`config.mk`:
```
export PLATFORM = sky130hd
export DESIGN_NAME = dmem_access_unit
export DESIGN_NICKNAME = d
export VERILOG_FILES = /design/src/rtl/dmem_access_unit.sv
export SDC_FILE = /design/constraint.sdc
export NUM_CORES = 1
export LEC_CHECK = 0
export BUFFER_PORTS_ARGS = -buffer_cell sky130_fd_sc_hd__buf_2
export CAP_MARGIN = 20
export CORE_ASPECT_RATIO = 1.5
export CORE_MARGIN = 10
export CORE_UTILIZATION = 50
export DETAILED_ROUTE_END_ITERATION = 12
export GPL_ROUTABILITY_DRIVEN = 0
export PLACE_DENSITY_LB_ADDON = 0.3
export SLEW_MARGIN = 25
export SYNTH_ARGS = -nofsm -noshare
export SYNTH_HDL_FRONTEND = slang
export SYNTH_SLANG_ARGS = --single-unit
```
`constraint.sdc`:
```
create_clock -name CLK -period 2.4 [get_ports CLK]
set_input_delay 0.6 -clock CLK [delete_from_list [all_inputs] [get_ports CLK]]
set_output_delay 0.6 -clock CLK [all_outputs]
set_load 0.02 [all_outputs]
```
`src/rtl/dmem_access_unit.sv`:
```
// MEM-stage load/store responder. Issues RV32 byte/half/word accesses on a
// ready/ack data memory, stalls the pipeline via BUSYWAIT while an access is
// outstanding, and returns extended load data. Misaligned, illegal and
// timed-out accesses raise a one-cycle ACCESS_FAULT pulse.
module dmem_access_unit #(
    parameter int unsigned ADDR_W  = 32,
    parameter int unsigned TIMEOUT = 64
) (
    input  logic              CLK,
    input  logic              RST,
    input  logic [ADDR_W-1:0] MEM_ADDR,
    input  logic [31:0]       MEM_WRITE_DATA,
    input  logic              MEM_MEM_READ,
    input  logic              MEM_MEM_WRITE,
    input  logic [2:0]        MEM_FUNC3,
    output logic [31:0]       MEM_READ_DATA,
    output logic              BUSYWAIT,
    output logic              ACCESS_FAULT,
    output logic              DM_REQ,
    output logic              DM_WE,
    output logic [ADDR_W-3:0] DM_ADDR,
    output logic [31:0]       DM_WDATA,
    output logic [3:0]        DM_BE,
    input  logic [31:0]       DM_RDATA,
    input  logic              DM_ACK
);

    // Last ACCESS cycle before the access is abandoned.
    localparam logic [9:0] CntLast = 10'(TIMEOUT - 1);

    typedef enum logic [1:0] {
        StIdle,
        StAccess,
        StDone
    } state_e;

    state_e            state_q, state_d;
    logic              req_q, req_d;
    logic              we_q, we_d;
    logic [ADDR_W-3:0] addr_q, addr_d;
    logic [31:0]       wdata_q, wdata_d;
    logic [3:0]        be_q, be_d;
    logic [31:0]       rdata_q, rdata_d;
    logic              fault_q, fault_d;
    logic [9:0]        cnt_q, cnt_d;
    logic [2:0]        f3_q, f3_d;
    logic [1:0]        off_q, off_d;
    logic              busy;

    // Request decode: legality of funct3/strobes and alignment
    logic req_any, is_half, is_word, f3_legal, aligned, req_ok;
    always_comb begin
        req_any = MEM_MEM_READ | MEM_MEM_WRITE;
        is_half = (MEM_FUNC3[1:0] == 2'b01);
        is_word = (MEM_FUNC3[1:0] == 2'b10);
        if (MEM_MEM_READ && MEM_MEM_WRITE) begin
            f3_legal = 1'b0;
        end else if (MEM_MEM_READ) begin
            f3_legal = (MEM_FUNC3 != 3'b011) && (MEM_FUNC3 != 3'b110) &&
                       (MEM_FUNC3 != 3'b111);
        end else begin
            f3_legal = !MEM_FUNC3[2] && (MEM_FUNC3[1:0] != 2'b11);
        end
        if (is_half) begin
            aligned = !MEM_ADDR[0];
        end else if (is_word) begin
            aligned = (MEM_ADDR[1:0] == 2'b00);
        end else begin
            aligned = 1'b1;
        end
        req_ok = f3_legal && aligned;
    end

    // Byte enables and lane-replicated store data for a new request
    logic [3:0]  be_new;
    logic [31:0] wdata_new;
    always_comb begin
        if (is_word) begin
            be_new    = 4'b1111;
            wdata_new = MEM_WRITE_DATA;
        end else if (is_half) begin
            be_new    = MEM_ADDR[1] ? 4'b1100 : 4'b0011;
            wdata_new = {2{MEM_WRITE_DATA[15:0]}};
        end else begin
            be_new    = 4'b0001 << MEM_ADDR[1:0];
            wdata_new = {4{MEM_WRITE_DATA[7:0]}};
        end
    end

    // Lane extraction and sign/zero extension of the returned word
    logic [7:0]  ld_byte;
    logic [15:0] ld_half;
    logic [31:0] ld_ext;
    always_comb begin
        ld_byte = DM_RDATA[{off_q, 3'b000} +: 8];
        ld_half = off_q[1] ? DM_RDATA[31:16] : DM_RDATA[15:0];
        case (f3_q)
            3'b000:  ld_ext = {{24{ld_byte[7]}}, ld_byte};
            3'b001:  ld_ext = {{16{ld_half[15]}}, ld_half};
            3'b100:  ld_ext = {24'h0, ld_byte};
            3'b101:  ld_ext = {16'h0, ld_half};
            default: ld_ext = DM_RDATA;
        endcase
    end

    // Next-state logic: IDLE -> ACCESS -> DONE -> IDLE
    always_comb begin
        state_d = state_q;
        req_d   = req_q;
        we_d    = we_q;
        addr_d  = addr_q;
        wdata_d = wdata_q;
        be_d    = be_q;
        rdata_d = rdata_q;
        fault_d = 1'b0;
        cnt_d   = cnt_q;
        f3_d    = f3_q;
        off_d   = off_q;
        busy    = 1'b0;
        unique case (state_q)
            StIdle: begin
                if (req_any) begin
                    if (req_ok) begin
                        busy    = 1'b1;
                        req_d   = 1'b1;
                        we_d    = MEM_MEM_WRITE;
                        addr_d  = MEM_ADDR[ADDR_W-1:2];
                        wdata_d = wdata_new;
                        be_d    = be_new;
                        f3_d    = MEM_FUNC3;
                        off_d   = MEM_ADDR[1:0];
                        cnt_d   = '0;
                        state_d = StAccess;
                    end else begin
                        fault_d = 1'b1;
                    end
                end
            end
            StAccess: begin
                busy  = 1'b1;
                cnt_d = cnt_q + 10'd1;
                // ACK takes priority over a coincident timeout
                if (DM_ACK) begin
                    if (!we_q) begin
                        rdata_d = ld_ext;
                    end
                    req_d   = 1'b0;
                    be_d    = 4'b0000;
                    state_d = StDone;
                end else if (cnt_q == CntLast) begin
                    req_d   = 1'b0;
                    be_d    = 4'b0000;
                    fault_d = 1'b1;
                    state_d = StDone;
                end
            end
            StDone: begin
                // The request still on the inputs is the one just completed
                state_d = StIdle;
            end
            default: begin
                state_d = StIdle;
            end
        endcase
    end

    // State and output registers
    always_ff @(posedge CLK or negedge RST) begin
        if (!RST) begin
            state_q <= StIdle;
            req_q   <= 1'b0;
            we_q    <= 1'b0;
            addr_q  <= '0;
            wdata_q <= '0;
            be_q    <= '0;
            rdata_q <= '0;
            fault_q <= 1'b0;
            cnt_q   <= '0;
            f3_q    <= '0;
            off_q   <= '0;
        end else begin
            state_q <= state_d;
            req_q   <= req_d;
            we_q    <= we_d;
            addr_q  <= addr_d;
            wdata_q <= wdata_d;
            be_q    <= be_d;
            rdata_q <= rdata_d;
            fault_q <= fault_d;
            cnt_q   <= cnt_d;
            f3_q    <= f3_d;
            off_q   <= off_d;
        end
    end

    // Stall is masked during reset so a pending request cannot hold the pipe
    assign BUSYWAIT      = busy & RST;
    assign ACCESS_FAULT  = fault_q;
    assign MEM_READ_DATA = rdata_q;
    assign DM_REQ        = req_q;
    assign DM_WE         = we_q;
    assign DM_ADDR       = addr_q;
    assign DM_WDATA      = wdata_q;
    assign DM_BE         = be_q;

endmodule

```
==> summary.txt <==
Run status
  • Outcome: complete, no violations

CTS
  • Postcts setup bufs: 0
  • Post-CTS Hold Buffers: 0
  • Number of H-tree levels: 4
  • Clock tree buffer depth: 2
  • CTS Buf Count: 17
  • Clock Latency Late Sink: 0.40 ns
  • Reg clk slew, reported paths: 0.05 ns
  • CTS tree: yes
  • Clock Sinks: 118
  • Clk root buf: clkbuf_16

Critical path
  • CP dominant cell by count: buf_2
  • CP max stage delay: 0.28 ns
  • CP Data Required Time: 1.80 ns
  • Reg2reg setup slack: 0.47 ns
  • Crit path max-delay cell type: a41oi_1
  • Crit Path Category: primary input to output pin
  • Startpoint Class: primary input
  • Critical path fanouts, max: 22
  • Critical path arrival: 1.67 ns
  • FF-to-FF End: DM_ADDR[17]$_DFFE_PN0P_
  • R2R depth: 5
  • CP endpoint kind: output pin
  • Worst r2r src: state_q[1]$_DFFE_PN0P_
  • Crit-path cells: buf_2 -> buf_4 -> nand3b_1 -> a41oi_1 -> nor2b_1 -> buf_2
  • Buf/Inv on CP: 3
  • Worst Setup SP: MEM_FUNC3[0]
  • Top cell family by delay on the critical path: buffers and inverters

Cells and area
  • Multi-input gate area: 2570 um^2
  • Layout net count: 834
  • Layout cells sized above 1: 44.5%
  • Syn-to-layout area delta: 32.7%
  • Fill count: 898
  • FF+latch area: 2950 um^2
  • Final Core Density: 67.9%

GRT
  • Initial antenna violation count: 0
  • Number of global-route vias before repair: 5246
  • Largest net degree at the start of global routing: 119
  • Gr usage total: 20.7%
  • Grt ovf: 0
  • First-pass GRT wire length: 26400 um

Timing
  • Tmin final: 2.27 ns
  • Final Skew: 0.00771 ns
  • Setup TNS Final: 0 ns
  • Final worst path period share: 94.5%
  • Final setup violation count: 0
  • Final Max Slew Viols: 0
  • Count of final hold-check violations: 0
  • Worst setup margin: 0.131 ns
  • Least-Margin Pin Slew: 0.815 ns
  • Relative slew slack: 45.6%
  • Fmax: 441 MHz
  • RSZ-0062 raised after global routing: no

Route
  • # DRC: 0
  • Vias: 4904
  • TritonRoute pass-1 iters: 6
  • DRT iter0 DRCs: 200
  • Routed vias/inst: 5.52
  • Wirelength per Cell: 19.0 um
  • Post-DRT Antenna Nets: 0
  • DRT Wirelength: 16900 um

Synth
  • Post-Syn Area per Cell: 11.0 um^2
  • Synthesis Warnings: 0
  • Mapped Cells: 512
  • Synth Register Bits: 118
  • Syn Std Cell Area: 5650 um^2
  • Post-synth cell types: 45
  • Top_reg_cell synth: dfrtp_1
  • Number of synthesized flops with an enable pin: 0
  • Async set-reset flop share out of synthesis: 100%
  • Synth Net Count: 617
  • Seq/Total Area, Yosys: 52.2%

Floorplanning
  • Die Ht: 150 um
  • Area of the core: 11100 um^2
  • # IOs: 206
  • Initial core utilization: 51.1%
  • Row count: 47
  • Die ar.: 16000 um^2
  • Die Wd: 107 um

Placed design
  • Port bufs: 205
  • Setup WS pre-CTS: 0.0292 ns
  • Post-DP HPWL: 12800 um

Worst hold path
  • Worst Hold Class: primary input to asynchronous set/reset pin

Power
  • Leak pwr: 3.63 nW
  • Pwr Density: 1170 nW/um^2
  • Peak supply drop: 0.728 mV

Flow run
  • # Max-Cap Violations: 0
==> routing by layer <==
layer	vias up	GRT usage (%)	wire, um
met3	37	7.19	1200
met1	2391	21.0	6010
met4	0	11.2	654
met2	207	36.5	9010
li1	2269	-	-
met5	-	0	0
==> worst max path at each step <==
| stage | cells after the start | end | slack, ns |
|---|---|---|---|
| 3_5_place_dp | 6 | DM_ADDR[17]$_DFFE_PN0P_ | 0.03 |
| 2_1_floorplan | 3 | BUSYWAIT | 0.11 |
| 4_1_cts | 4 | BUSYWAIT | 0.06 |
| 3_3_place_gp | 6 | DM_ADDR[5]$_DFFE_PN0P_ | 0.11 |
| 5_1_grt | 6 | BUSYWAIT | 0.02 |
| 6_report | 6 | BUSYWAIT | 0.13 |
==> synthesized netlist by cell type (all sizes together), types with 2 or more instances <==
| cell | n | share of area, % |
|---|---|---|
| a41oi | 2 | 0.31 |
| o31ai | 8 | 1.3 |
| a21o | 12 | 1.6 |
| clkbuf | 19 | 1.3 |
| nor3b | 3 | 0.40 |
| nor2 | 27 | 1.8 |
| or3 | 8 | 0.89 |
| dfrtp | 118 | 52 |
| a21oi | 48 | 4.2 |
| o21ai | 13 | 1.2 |
| nor2b | 14 | 1.5 |
| a22o | 8 | 1.2 |
| xor2 | 2 | 0.31 |
| or2 | 7 | 0.77 |
| nand3b | 9 | 1.2 |
| nand2b | 11 | 1.2 |
| mux2 | 80 | 16 |
| nand3 | 11 | 0.97 |
| inv | 2 | 0.13 |
| nand4 | 5 | 0.55 |
| and3 | 2 | 0.22 |
| nand2 | 57 | 3.8 |
| mux2i | 10 | 1.8 |
| buf | 13 | 1.5 |
| a211oi | 8 | 1.1 |
==> final cells by class <==
type                            instances  area share (%)
Antenna cell                            1          0.0333
Clock buffer                           23            6.24
Timing Repair Buffer                  230            16.5
Tap cell                              147            2.45
Clock inverter                          8            1.02
Multi-Input combinational cell        360            34.3
Inverter                                2           0.100
Sequential cell                       118            39.4
==> kinds of logic after synthesis <==
logic type	count (synthesis)	share of synthesized area, %
buf+inv	34	2.85
xor+xnor	2	0.310
flops	118	52.2
compound gates	107	12.3
mux	91	18.1
fa+ha+maj	1	0.221
simple gates	159	14.0
==> what timing repair did <==
| item | 4_1_cts | 5_1_grt |
|---|---|---|
| endpoints found under the hold margin | 0 | 0 |
| endpoints found under the setup margin | 0 | 1 |
| gates resized for setup | 0 | 2 |
==> sequential cells by signal (all words and copies together) (netlist names) <==
signal         flops
DM_REQ             1
DM_ADDR           30
state_q            2
DM_WDATA          32
f3_q               3
DM_BE              4
off_q              2
DM_WE              1
ACCESS_FAULT       1
MEM_READ_DATA     32
cnt_q             10
==> cell usage in the layout, fill, tap and decap left out, types with 2 or more instances in the layout <==
master,instances
nand2_1,57
a21oi_1,48
and3_1,2
o31ai_1,7
nor2b_1,14
nor2_1,26
nor3b_1,3
mux2_1,21
mux2_2,59
clkinv_2,3
clkinvlp_4,3
inv_1,2
a21o_1,12
dfrtp_1,117
nand3_1,11
or3_1,8
buf_12,2
mux2i_1,10
clkbuf_16,17
a211oi_1,8
clkbuf_1,4
a41oi_1,2
nand4_1,5
buf_2,204
or2_2,7
xor2_1,2
clkbuf_8,2
nand3b_1,9
nand2b_1,11
a22o_1,8
o21ai_0,13
buf_4,24
==> per-stage QoR <==
| stage | area [um^2] | hold slack [ns] | total power, W | cells |
|---|---|---|---|---|
| after floorplan | 5650 | 0.304 | 0.00517 | 512 |
| after global placement | 6950 | 0.459 | 0.00640 | 857 |
| after detailed placement | 6950 | 0.464 | 0.00653 | 857 |
| after CTS | 7490 | 0.365 | 0.00887 | 888 |
| after global routing | 7500 | 0.361 | 0.00929 | 888 |
| final | 7500 | 0.310 | 0.00879 | 889 |
==> report_power, final <==
| part | switching, W | leakage (nW) | internal [W] |
|---|---|---|---|
| Combinational | 0.00202 | 1.94 | 0.00127 |
| Clock | 0.000845 | 0.259 | 0.00147 |
| Sequential | 0.000454 | 1.43 | 0.00273 |
No activity file was read; power rests on OpenSTA's default activity.
